[src/rtl/axi_w_channel_slave.sv]
// ---------------------------------------------------------------------------
// axi_w_channel_slave
//
// AXI3 write-channel slave that turns each accepted W beat into one cycle of
// a registered single-port SRAM write, and returns one B response per
// transaction. The address and the first data beat are always taken together
// in one cycle (the upstream master presents AW and W jointly). Bursts of up
// to 16 beats are supported in FIXED, INCR and WRAP modes.
//
// State table
//   state  | meaning
//   S_IDLE | waiting for AWVALID && WVALID together; beat 0 issued on accept
//   S_DATA | beats 1..AWLEN accepted, one per cycle while WVALID is high
//   S_RESP | BVALID high, BRESP/BID held until BREADY
//
// Ports
//   ACLK, ARESETn        clock, asynchronous active-low reset
//   AW*                  write address channel (AWREADY combinational)
//   W*                   write data channel (WREADY combinational)
//   B*                   write response channel (registered)
//   sram_wen/addr/wdata/wmask  registered SRAM write port, one cycle per beat
//   busy                 high while a transaction is in S_DATA or S_RESP
// ---------------------------------------------------------------------------

`ifndef AXI_DATA_WIDTH
`define AXI_DATA_WIDTH 32
`endif
`ifndef AXI_ADDR_WIDTH
`define AXI_ADDR_WIDTH 32
`endif
`ifndef AXI_ID_WIDTH
`define AXI_ID_WIDTH 4
`endif

module axi_w_channel_slave #(
    parameter int DATA_WIDTH = `AXI_DATA_WIDTH,
    parameter int ADDR_WIDTH = `AXI_ADDR_WIDTH,
    parameter int ID_WIDTH   = `AXI_ID_WIDTH,
    parameter int STRB_WIDTH = DATA_WIDTH / 8
) (
    input  logic                  ACLK,
    input  logic                  ARESETn,

    input  logic [ADDR_WIDTH-1:0] AWADDR,
    input  logic [3:0]            AWLEN,
    input  logic [2:0]            AWSIZE,
    input  logic [1:0]            AWBURST,
    input  logic [ID_WIDTH-1:0]   AWID,
    input  logic                  AWVALID,
    output logic                  AWREADY,

    input  logic [DATA_WIDTH-1:0] WDATA,
    input  logic [STRB_WIDTH-1:0] WSTRB,
    input  logic                  WLAST,
    input  logic [ID_WIDTH-1:0]   WID,
    input  logic                  WVALID,
    output logic                  WREADY,

    output logic [1:0]            BRESP,
    output logic [ID_WIDTH-1:0]   BID,
    output logic                  BVALID,
    input  logic                  BREADY,

    output logic                  sram_wen,
    output logic [ADDR_WIDTH-1:0] sram_addr,
    output logic [DATA_WIDTH-1:0] sram_wdata,
    output logic [STRB_WIDTH-1:0] sram_wmask,

    output logic                  busy
);

    typedef enum logic [2:0] {
        S_IDLE = 3'b001,
        S_DATA = 3'b010,
        S_RESP = 3'b100
    } state_t;

    localparam logic [1:0] BURST_FIXED = 2'b00;
    localparam logic [1:0] BURST_INCR  = 2'b01;
    localparam logic [1:0] BURST_WRAP  = 2'b10;
    localparam logic [1:0] BURST_RSVD  = 2'b11;

    localparam logic [1:0] RESP_OKAY   = 2'b00;
    localparam logic [1:0] RESP_SLVERR = 2'b10;

    // Next beat address. mode is the effective burst mode latched on accept,
    // so it is never the reserved encoding here. For WRAP the upper bits
    // (outside the window mask) stay put and only the low bits roll over.
    function automatic logic [ADDR_WIDTH-1:0] next_addr(
        input logic [ADDR_WIDTH-1:0] cur,
        input logic [2:0]            size,
        input logic [1:0]            mode,
        input logic [ADDR_WIDTH-1:0] mask
    );
        logic [ADDR_WIDTH-1:0] sum;
        sum = cur + (ADDR_WIDTH'(1) << size);
        case (mode)
            BURST_FIXED: next_addr = cur;
            BURST_WRAP:  next_addr = (cur & ~mask) | (sum & mask);
            default:     next_addr = sum;
        endcase
    endfunction

    state_t                state_q,      state_d;
    logic [ID_WIDTH-1:0]   id_q,         id_d;
    logic [3:0]            len_q,        len_d;
    logic [2:0]            size_q,       size_d;
    logic [1:0]            mode_q,       mode_d;
    logic [ADDR_WIDTH-1:0] wrap_mask_q,  wrap_mask_d;
    logic [ADDR_WIDTH-1:0] addr_q,       addr_d;
    logic [3:0]            cnt_q,        cnt_d;
    logic                  err_q,        err_d;
    logic                  bvalid_q,     bvalid_d;
    logic [1:0]            bresp_q,      bresp_d;
    logic [ID_WIDTH-1:0]   bid_q,        bid_d;
    logic                  sram_wen_q,   sram_wen_d;
    logic [ADDR_WIDTH-1:0] sram_addr_q,  sram_addr_d;
    logic [DATA_WIDTH-1:0] sram_wdata_q, sram_wdata_d;
    logic [STRB_WIDTH-1:0] sram_wmask_q, sram_wmask_d;

    logic                  aw_wrap_ok;
    logic [1:0]            aw_mode;
    logic [ADDR_WIDTH-1:0] aw_mask;
    logic                  aw_err;
    logic                  beat_last;
    logic                  beat_err;

    // Ready is combinational on the registered state; gating with ARESETn
    // keeps both low while reset is asserted even if the master is valid.
    assign AWREADY = ARESETn && (state_q == S_IDLE) && AWVALID && WVALID;
    assign WREADY  = ARESETn && (((state_q == S_IDLE) && AWVALID && WVALID)
                                 || (state_q == S_DATA));

    // Attributes of the transaction being offered in S_IDLE.
    always_comb begin
        aw_wrap_ok = (AWLEN == 4'd1) || (AWLEN == 4'd3)
                  || (AWLEN == 4'd7) || (AWLEN == 4'd15);
        aw_mask    = ((ADDR_WIDTH'(AWLEN) + ADDR_WIDTH'(1)) << AWSIZE)
                   - ADDR_WIDTH'(1);
        // An illegal WRAP length has no defined window, so it walks as INCR
        // while the error flag reports it. The reserved encoding also walks
        // as INCR.
        if ((AWBURST == BURST_WRAP) && aw_wrap_ok) begin
            aw_mode = BURST_WRAP;
        end else if (AWBURST == BURST_FIXED) begin
            aw_mode = BURST_FIXED;
        end else begin
            aw_mode = BURST_INCR;
        end
        aw_err = (AWBURST == BURST_RSVD)
              || ((AWBURST == BURST_WRAP) && !aw_wrap_ok)
              || (WID != AWID)
              || (WLAST != (AWLEN == 4'd0));
    end

    // Checks on beats 1..AWLEN. Length is owned by AWLEN; WLAST only feeds
    // the error flag.
    always_comb begin
        beat_last = (cnt_q == len_q);
        beat_err  = (WID != id_q) || (WLAST != beat_last);
    end

    always_comb begin
        state_d      = state_q;
        id_d         = id_q;
        len_d        = len_q;
        size_d       = size_q;
        mode_d       = mode_q;
        wrap_mask_d  = wrap_mask_q;
        addr_d       = addr_q;
        cnt_d        = cnt_q;
        err_d        = err_q;
        bvalid_d     = bvalid_q;
        bresp_d      = bresp_q;
        bid_d        = bid_q;
        sram_wen_d   = 1'b0;
        sram_addr_d  = sram_addr_q;
        sram_wdata_d = sram_wdata_q;
        sram_wmask_d = sram_wmask_q;

        case (state_q)
            S_IDLE: begin
                if (AWVALID && WVALID) begin
                    id_d         = AWID;
                    len_d        = AWLEN;
                    size_d       = AWSIZE;
                    mode_d       = aw_mode;
                    wrap_mask_d  = aw_mask;
                    err_d        = aw_err;
                    cnt_d        = 4'd1;
                    sram_wen_d   = 1'b1;
                    sram_addr_d  = AWADDR;
                    sram_wdata_d = WDATA;
                    sram_wmask_d = WSTRB;
                    addr_d       = next_addr(AWADDR, AWSIZE, aw_mode, aw_mask);
                    if (AWLEN == 4'd0) begin
                        state_d  = S_RESP;
                        bvalid_d = 1'b1;
                        bid_d    = AWID;
                        bresp_d  = aw_err ? RESP_SLVERR : RESP_OKAY;
                    end else begin
                        state_d  = S_DATA;
                    end
                end
            end

            S_DATA: begin
                if (WVALID) begin
                    sram_wen_d   = 1'b1;
                    sram_addr_d  = addr_q;
                    sram_wdata_d = WDATA;
                    sram_wmask_d = WSTRB;
                    addr_d       = next_addr(addr_q, size_q, mode_q, wrap_mask_q);
                    cnt_d        = cnt_q + 4'd1;
                    err_d        = err_q || beat_err;
                    if (beat_last) begin
                        state_d  = S_RESP;
                        bvalid_d = 1'b1;
                        bid_d    = id_q;
                        bresp_d  = (err_q || beat_err) ? RESP_SLVERR : RESP_OKAY;
                    end
                end
            end

            S_RESP: begin
                if (BREADY) begin
                    state_d  = S_IDLE;
                    bvalid_d = 1'b0;
                end
            end

            default: begin
                state_d  = S_IDLE;
                bvalid_d = 1'b0;
            end
        endcase
    end

    always_ff @(posedge ACLK or negedge ARESETn) begin
        if (!ARESETn) begin
            state_q      <= S_IDLE;
            id_q         <= '0;
            len_q        <= '0;
            size_q       <= '0;
            mode_q       <= BURST_INCR;
            wrap_mask_q  <= '0;
            addr_q       <= '0;
            cnt_q        <= '0;
            err_q        <= 1'b0;
            bvalid_q     <= 1'b0;
            bresp_q      <= RESP_OKAY;
            bid_q        <= '0;
            sram_wen_q   <= 1'b0;
            sram_addr_q  <= '0;
            sram_wdata_q <= '0;
            sram_wmask_q <= '0;
        end else begin
            state_q      <= state_d;
            id_q         <= id_d;
            len_q        <= len_d;
            size_q       <= size_d;
            mode_q       <= mode_d;
            wrap_mask_q  <= wrap_mask_d;
            addr_q       <= addr_d;
            cnt_q        <= cnt_d;
            err_q        <= err_d;
            bvalid_q     <= bvalid_d;
            bresp_q      <= bresp_d;
            bid_q        <= bid_d;
            sram_wen_q   <= sram_wen_d;
            sram_addr_q  <= sram_addr_d;
            sram_wdata_q <= sram_wdata_d;
            sram_wmask_q <= sram_wmask_d;
        end
    end

    assign BVALID     = bvalid_q;
    assign BRESP      = bresp_q;
    assign BID        = bid_q;
    assign sram_wen   = sram_wen_q;
    assign sram_addr  = sram_addr_q;
    assign sram_wdata = sram_wdata_q;
    assign sram_wmask = sram_wmask_q;
    assign busy       = (state_q == S_DATA) || (state_q == S_RESP);

endmodule

[config.mk]
export PLATFORM = sky130hd
export DESIGN_NAME = axi_w_channel_slave
export DESIGN_NICKNAME = d
export VERILOG_FILES = /design/src/rtl/axi_w_channel_slave.sv
export SDC_FILE = /design/constraint.sdc
export NUM_CORES = 1
export LEC_CHECK = 0
export ABC_AREA = 1
export CORE_ASPECT_RATIO = 1.1
export CORE_MARGIN = 2
export CORE_UTILIZATION = 65
export DETAILED_ROUTE_END_ITERATION = 8
export DONT_BUFFER_PORTS = 1
export PLACE_DENSITY_LB_ADDON = 0.08
export SLEW_MARGIN = 20
export SYNTH_ARGS = -nofsm -noshare
export SYNTH_HDL_FRONTEND = slang
export SYNTH_SLANG_ARGS = --single-unit
[constraint.sdc]
create_clock -name ACLK -period 3.8 [get_ports ACLK]
set_input_delay 0.95 -clock ACLK [delete_from_list [all_inputs] [get_ports ACLK]]
set_output_delay 0.95 -clock ACLK [all_outputs]
set_load 0.03 [all_outputs]
==> flow_metrics.env, run 1 <==
export IMPL_status="complete, no violations"
export IMPL_tightest_slew_ps=729
export IMPL_cp_end_kind="register"
export IMPL_syn_inst=1548
export IMPL_cts_sinks=151
export IMPL_synth_edff_count=0
export IMPL_die_w_um=125
export IMPL_cts_made_buffers=17
export IMPL_slew_headroom_pct=51.3
export IMPL_holdWs_ps=210
export IMPL_avgRoutedWirePerCell_um=17.8
export IMPL_cts_buffer_depth=2
export IMPL_worst_slack_ps=649
export IMPL_max_freq_ghz=0.317
export IMPL_ant_nets=0
export IMPL_ios=170
export IMPL_dp_cells=1704
export IMPL_critPathLaunchType="input port"
export IMPL_holdBufCountCts=0
export IMPL_antenna_found_initial=0
export IMPL_crit_type="in2reg"
export IMPL_p_leak_uw=0.00553
export IMPL_synth_largest_area_cell="dfrtp_1"
export IMPL_routed_wl_um=30900
export IMPL_finalNonFillerCells=1735
export IMPL_ys_types=54
export IMPL_yosys_area_top_type_share_pct=35.6
export IMPL_yosysSeqAreaShare_pct=36.1
export IMPL_gp_congestion=0.944
export IMPL_avgViaCountPerCell=6.05
export IMPL_crit_chain="inv_1 > ha_1 > o21ai_0 > nand2_1 > nand3_1 > nand2_1 > nor2_2 > nand4_2 > inv_2 > nand2_1 > nand2_1 > nand3_1 > nand2_1 > a21boi_1"
export IMPL_port_buffers=0
export IMPL_dieHeight_um=137
export IMPL_rsz0062_at_grt="no"
export IMPL_slowest_stage="o21ai_0"
export IMPL_yosysWarnings=0
export IMPL_final_cell_area_mm2=0.0112
export IMPL_dpl_hpwl_um=22500
export IMPL_max_stage_delay_ps=400
export IMPL_row_count=48
export IMPL_grt_pass1_wl_um=48600
export IMPL_post_cts_resized=0
export IMPL_num_fill_cells=1369
export IMPL_grt_ovfl_total=0
export IMPL_async_flop_share_pct=100
export IMPL_cts_htree_levels=4
export IMPL_grt_pass1_vias=9434
export IMPL_syn_area_per_cell_um2=6.76
export IMPL_dieArea_mm2=0.0171
export IMPL_critPathRequiredTime_ps=4120
export IMPL_initial_core_util_pct=66.5
export IMPL_postCtsSetupBuffers=0
export IMPL_drv_cap=0
export IMPL_cts_tree="done"
export IMPL_clk_pin_slew_ps=70
export IMPL_hold_violations=0
export IMPL_clkLatencyLatePin_ps=440
export IMPL_crit_buf_inv=2
export IMPL_cp_arrival_ps=3470
export IMPL_dpl_cell_area_mm2=0.0106
export IMPL_firstDrtPassIters=6
export IMPL_clock_skew_ps=11.3
export IMPL_nets=1637
export IMPL_dr_total_vias=10500
export IMPL_cts_root_buffer="clkbuf_16"
export IMPL_setup_viol=0
export IMPL_grt_usage_pct=35.6
export IMPL_worst_path_max_fanout=11
export IMPL_grt_start_max_net_pins=153
export IMPL_synth_area_top_cells="dfrtp_1 36%, nand2_1 19%, inv_1 5.3%, nand3_1 4.6%, nor2_1 4.6%"
export IMPL_finalMaxSlewViolations=0
export IMPL_cellPowerDensity_mw_per_mm2=777
export IMPL_synthFlopType="dfrtp_1"
export IMPL_post_place_ws_ps=273
export IMPL_diodes=0
export IMPL_synth_fp_nets=1662
export IMPL_core_mm2=0.0157
export IMPL_peakVddDrop_mv=0.429
export IMPL_dr_first_iter_drc_count=1064
export IMPL_synth_area_mm2=0.0105
export IMPL_fin_crit_sh_pct=82.9
export IMPL_fin_crit_ps=3150
export IMPL_cp_common_cell="nand2_1"
export IMPL_hold_path_class="in2async"
export IMPL_drcViolationCount=0
export IMPL_drive_gt1_share_pct=6.71
export IMPL_final_setup_tns_ps=0
export IMPL_critPathTopFamily="simple AND/OR/NAND/NOR gates"
export IMPL_ys_ff_latch=151
export IMPL_syn2layout_area_growth_pct=6.53
==> metal layers <==
layer | share of wire [%] | vias to the layer above | track usage [%]
met5 | 0 | - | 0
met4 | 1.9 | 0 | 10.1
met3 | 12 | 69 | 9.27
met2 | 45 | 612 | 56.1
met1 | 41 | 4806 | 48.9
li1 | - | 5018 | -
==> worst reg2reg max path: cells and delay by family (launching register included) <==
family,cells,cell delay [ps]
flops,1,410
buf+inv,3,390
simple gates,6,1070
fa+ha+maj,1,480
compound gates,4,560
==> where the power goes <==
group | total, uW | switching, uW | internal, uW
logic | 3240 | 2110 | 1130
clock network | 1660 | 746 | 917
registers | 3770 | 1400 | 2370
==> per-stage QoR <==
step / total power [uW] / utilization [%]
finish: 8670 / 70.9
global route: 9210 / 70.9
CTS: 8610 / 70.9
detailed placement: 6930 / 67.3
global placement: 6810 / 67.3
floorplan: 6080 / -
==> cells in the final DEF (no fill, tap or decap), drive strengths merged, types with 4 or more instances in the layout <==
cell type / netlist / layout
nor2: 135 / 135
o31ai: 4 / 4
o21ai: 99 / 99
clkinv: 1 / 4
clkbuf: 32 / 17
inv: 154 / 162
a31oi: 40 / 40
buf: 29 / 17
a21oi: 69 / 69
nand3: 104 / 104
a21boi: 12 / 12
o21bai: 7 / 7
xor2: 29 / 29
or2: 15 / 15
nand4: 34 / 34
nand2: 521 / 521
nor4: 5 / 5
nor3: 36 / 36
o211ai: 5 / 5
o22ai: 10 / 10
xnor2: 18 / 18
ha: 21 / 21
dfrtp: 149 / 149
==> final cells by class <==
class,count,area [um^2],share of cell area (%)
Clock buffer,17,425,3.82
Clock inverter,14,143,1.28
Inverter,155,582,5.22
Multi-Input combinational cell,1181,5830,52.3
Sequential cell,151,3780,33.9
Tap cell,200,250,2.24
Timing Repair Buffer,17,140,1.26
==> kinds of logic after synthesis <==
group | Yosys count | synth area share [%]
other | 1 | 0.0358
muxes | 1 | 0.108
AOI/OAI and AO/OA | 258 | 14.1
DFF | 151 | 36.1
and+or+nand+nor | 851 | 34.4
adders and majority gates | 23 | 2.89
xor gates and xnor gates | 47 | 3.93
buffers and inverters | 216 | 8.36
==> synth_stat cells, types with 4 or more instances <==
master and n:
a31oi_1 40, a21oi_1 68, ha_1 21, buf_6 4, nor2_2 5, dfrtp_1 149, nor4_1 4, xnor2_1 18
nand2_1 516, buf_2 21, nor3_1 35, a21boi_1 10, o21ai_1 4, inv_1 147, xor2_1 29, nand3_1 97
nand4_1 33, nor2_1 128, o31ai_1 4, o211ai_1 5, inv_2 7, nand3_2 7, clkbuf_1 32, or2_2 14
o22ai_1 10, o21bai_1 6, nand2_2 5, o21ai_0 94
==> final timing paths <==
kind,start,slack [ps],to,cells after the start
setup reg to reg,size_q[0],820,register,14
setup / recovery,AWLEN[0],650,register,14
hold / removal,ARESETn,210,sram_wmask[2],0
min in group ACLK,wrap_mask_q[3],490,wrap_mask_q[3],2
max in group asynchronous,ARESETn,3350,mode_q[0],0
hold reg to reg,wrap_mask_q[3],490,wrap_mask_q[3],2
(Power assumes the default switching activity.)
==> run 2: changes to the inputs <==
==> constraint.sdc (replaced) <==
create_clock -name ACLK -period 3.13 [get_ports ACLK]
set_input_delay 0.7825 -clock ACLK [delete_from_list [all_inputs] [get_ports ACLK]]
set_output_delay 0.7825 -clock ACLK [all_outputs]
set_load 0.03 [all_outputs]
==> run 2 against run 1 <==
Effect of this change:
- global-route usage is 0.77 points higher
- sequential share of layout area is 0.51 points lower
- design area is 1.5% higher
- critical path type is now reg2out
- largest power group unchanged
- highest routed layer is now met5
==> flow_metrics.env, run 2 (synthesis gave the netlist of run 1 again) <==
export IMPL_p_seq_share_pct=43.2
export IMPL_clock_skew_ps=12.7
export IMPL_utilization_pct=71.9
export IMPL_core_mm2=0.0157
export IMPL_grt_pass1_vias=9572
export IMPL_most_common_layout_cells="515 x nand2_1, 149 x dfrtp_1, 147 x inv_1"
export IMPL_drive_gt1_share_pct=8.03
export IMPL_grt_pass1_wl_um=49500
export IMPL_avgViaCountPerCell=6.03
export IMPL_grt_ovfl_total=0
export IMPL_critPathRequiredTime_ps=2350
export IMPL_clkLatencyLatePin_ps=430
export IMPL_gp_congestion=0.994
export IMPL_ios=170
export IMPL_rsz0062_at_grt="no"
export IMPL_power_frac_comb_pct=38.2
export IMPL_switching_power_uw=5280
export IMPL_grt_start_max_net_pins=153
export IMPL_cts_sinks=151
export IMPL_final_setup_tns_ps=0
export IMPL_holdBufCountCts=0
export IMPL_multi_input_area_mm2=0.00583
export IMPL_clk_pin_slew_ps=70
export IMPL_dr_total_vias=10600
export IMPL_peakVddDrop_mv=0.502
export IMPL_cts_htree_levels=4
export IMPL_swShare_pct=49.8
export IMPL_nets=1657
export IMPL_regArea_mm2=0.00378
export IMPL_hold_violations=0
export IMPL_cts_tree="done"
export IMPL_fin_crit_ps=2890
export IMPL_drcViolationCount=0
export IMPL_hold_path_class="in2async"
export IMPL_drv_cap=0
export IMPL_dieArea_mm2=0.0171
export IMPL_worst_path_max_fanout=4
export IMPL_p_leak_uw=0.00564
export IMPL_p_int_uw=5330
export IMPL_antenna_found_initial=1
export IMPL_cellPowerDensity_mw_per_mm2=938
export IMPL_cts_buffer_depth=2
export IMPL_dr_first_iter_drc_count=1091
export IMPL_max_freq_ghz=0.346
export IMPL_cts_root_buffer="clkbuf_16"
export IMPL_fin_crit_sh_pct=92.2
export IMPL_cp_end_kind="output port"
export IMPL_ant_nets=0
export IMPL_firstDrtPassIters=6
export IMPL_layout_commonest_cell="nand2_1"
export IMPL_grt_usage_pct=36.3
export IMPL_die_w_um=125
export IMPL_critPathLaunchType="register"
export IMPL_cts_made_buffers=17
export IMPL_port_buffers=0
export IMPL_num_fill_cells=1348
export IMPL_slew_headroom_pct=50.4
export IMPL_syn2layout_area_growth_pct=8.15
export IMPL_finalMaxSlewViolations=0
export IMPL_crit_type="reg2out"
export IMPL_status="complete, no violations"
export IMPL_p_clk_share_pct=18.6
export IMPL_row_count=48
export IMPL_dieHeight_um=137
export IMPL_initial_core_util_pct=66.5
export IMPL_avgRoutedWirePerCell_um=17.9
export IMPL_dpl_hpwl_um=23200
export IMPL_routed_wl_um=31500
export IMPL_tightest_slew_ps=743
export IMPL_diodes=0
export IMPL_setup_viol=0
export IMPL_cp_arrival_ps=2100
[run 2: changes by cell type in the layout (fill, tap and decap cells not counted)]
cell	delta
a21oi_2	+1
bufinv_16	-1
buf_12	+2
clkinvlp_4	+1
inv_8	+2
a21oi_1	-1
clkinv_4	-1
buf_4	+18
[run 2: worst paths after layout]
path | start | endpoint | slack, ps | depth (start not counted)
setup / recovery | state_q[0] | WREADY | 240 | 7
hold reg to reg | wrap_mask_q[10] | wrap_mask_q[10] | 490 | 2
min in group ACLK | WDATA[3] | sram_wdata[3] | 470 | 2
hold / removal | ARESETn | sram_addr[30] | 40 | 0
max in group asynchronous | ARESETn | mode_q[0] | 2810 | 0
setup reg to reg | size_q[1] | register | 250 | 13
[run 2: per-stage QoR]
stage	setup slack [ps]	std cells	cell area, um^2	power, uW	hold WS (ps)
after floorplan	139	1548	10500	7380	450
after global placement	35.6	1724	10800	8380	467
after detailed placement	-68.9	1724	10800	8520	468
after CTS	261	1756	11300	10500	32.2
after global routing	42.9	1756	11300	11300	30.5
final	244	1756	11300	10600	40.4
[run 2: power groups by stage]
stage	clock (uW)	sequential (uW)	combinational (uW)
6_report	1970	4590	4060
5_1_grt	2070	4690	4530
4_1_cts	1980	4570	3960
3_5_place_dp	0	4600	3920
3_3_place_gp	0	4580	3790
2_1_floorplan	0	4340	3050
[run 2: timing repair]
action | 4_1_cts | 5_1_grt
resized for setup | 0 | 1
setup endpoints to repair | 0 | 1
buffers inserted | 0 | 0
[run 2: layer usage]
metal	vias up	global-route usage, %	routed length [um]
li1	5046	-	-
met1	4876	51.0	13100
met2	615	55.9	13900
met3	53	9.97	3950
met4	2	9.63	521
met5	-	0	13
[run 2: cell type report]
type / instances / share of cell area (%)
Inverter: 155 / 5.14
Sequential cell: 151 / 33.4
Timing Repair Buffer: 37 / 2.79
Clock inverter: 15 / 1.18
Multi-Input combinational cell: 1181 / 51.5
Tap cell: 200 / 2.21
Clock buffer: 17 / 3.76
[run 2: critical path, stage by stage (launching register included)]
cell and delay [ps]:
dfstp_2 530, inv_1 50, nor3_1 350, inv_1 150, nor2_2 150, inv_2 70
a21oi_1 170, buf_4 190
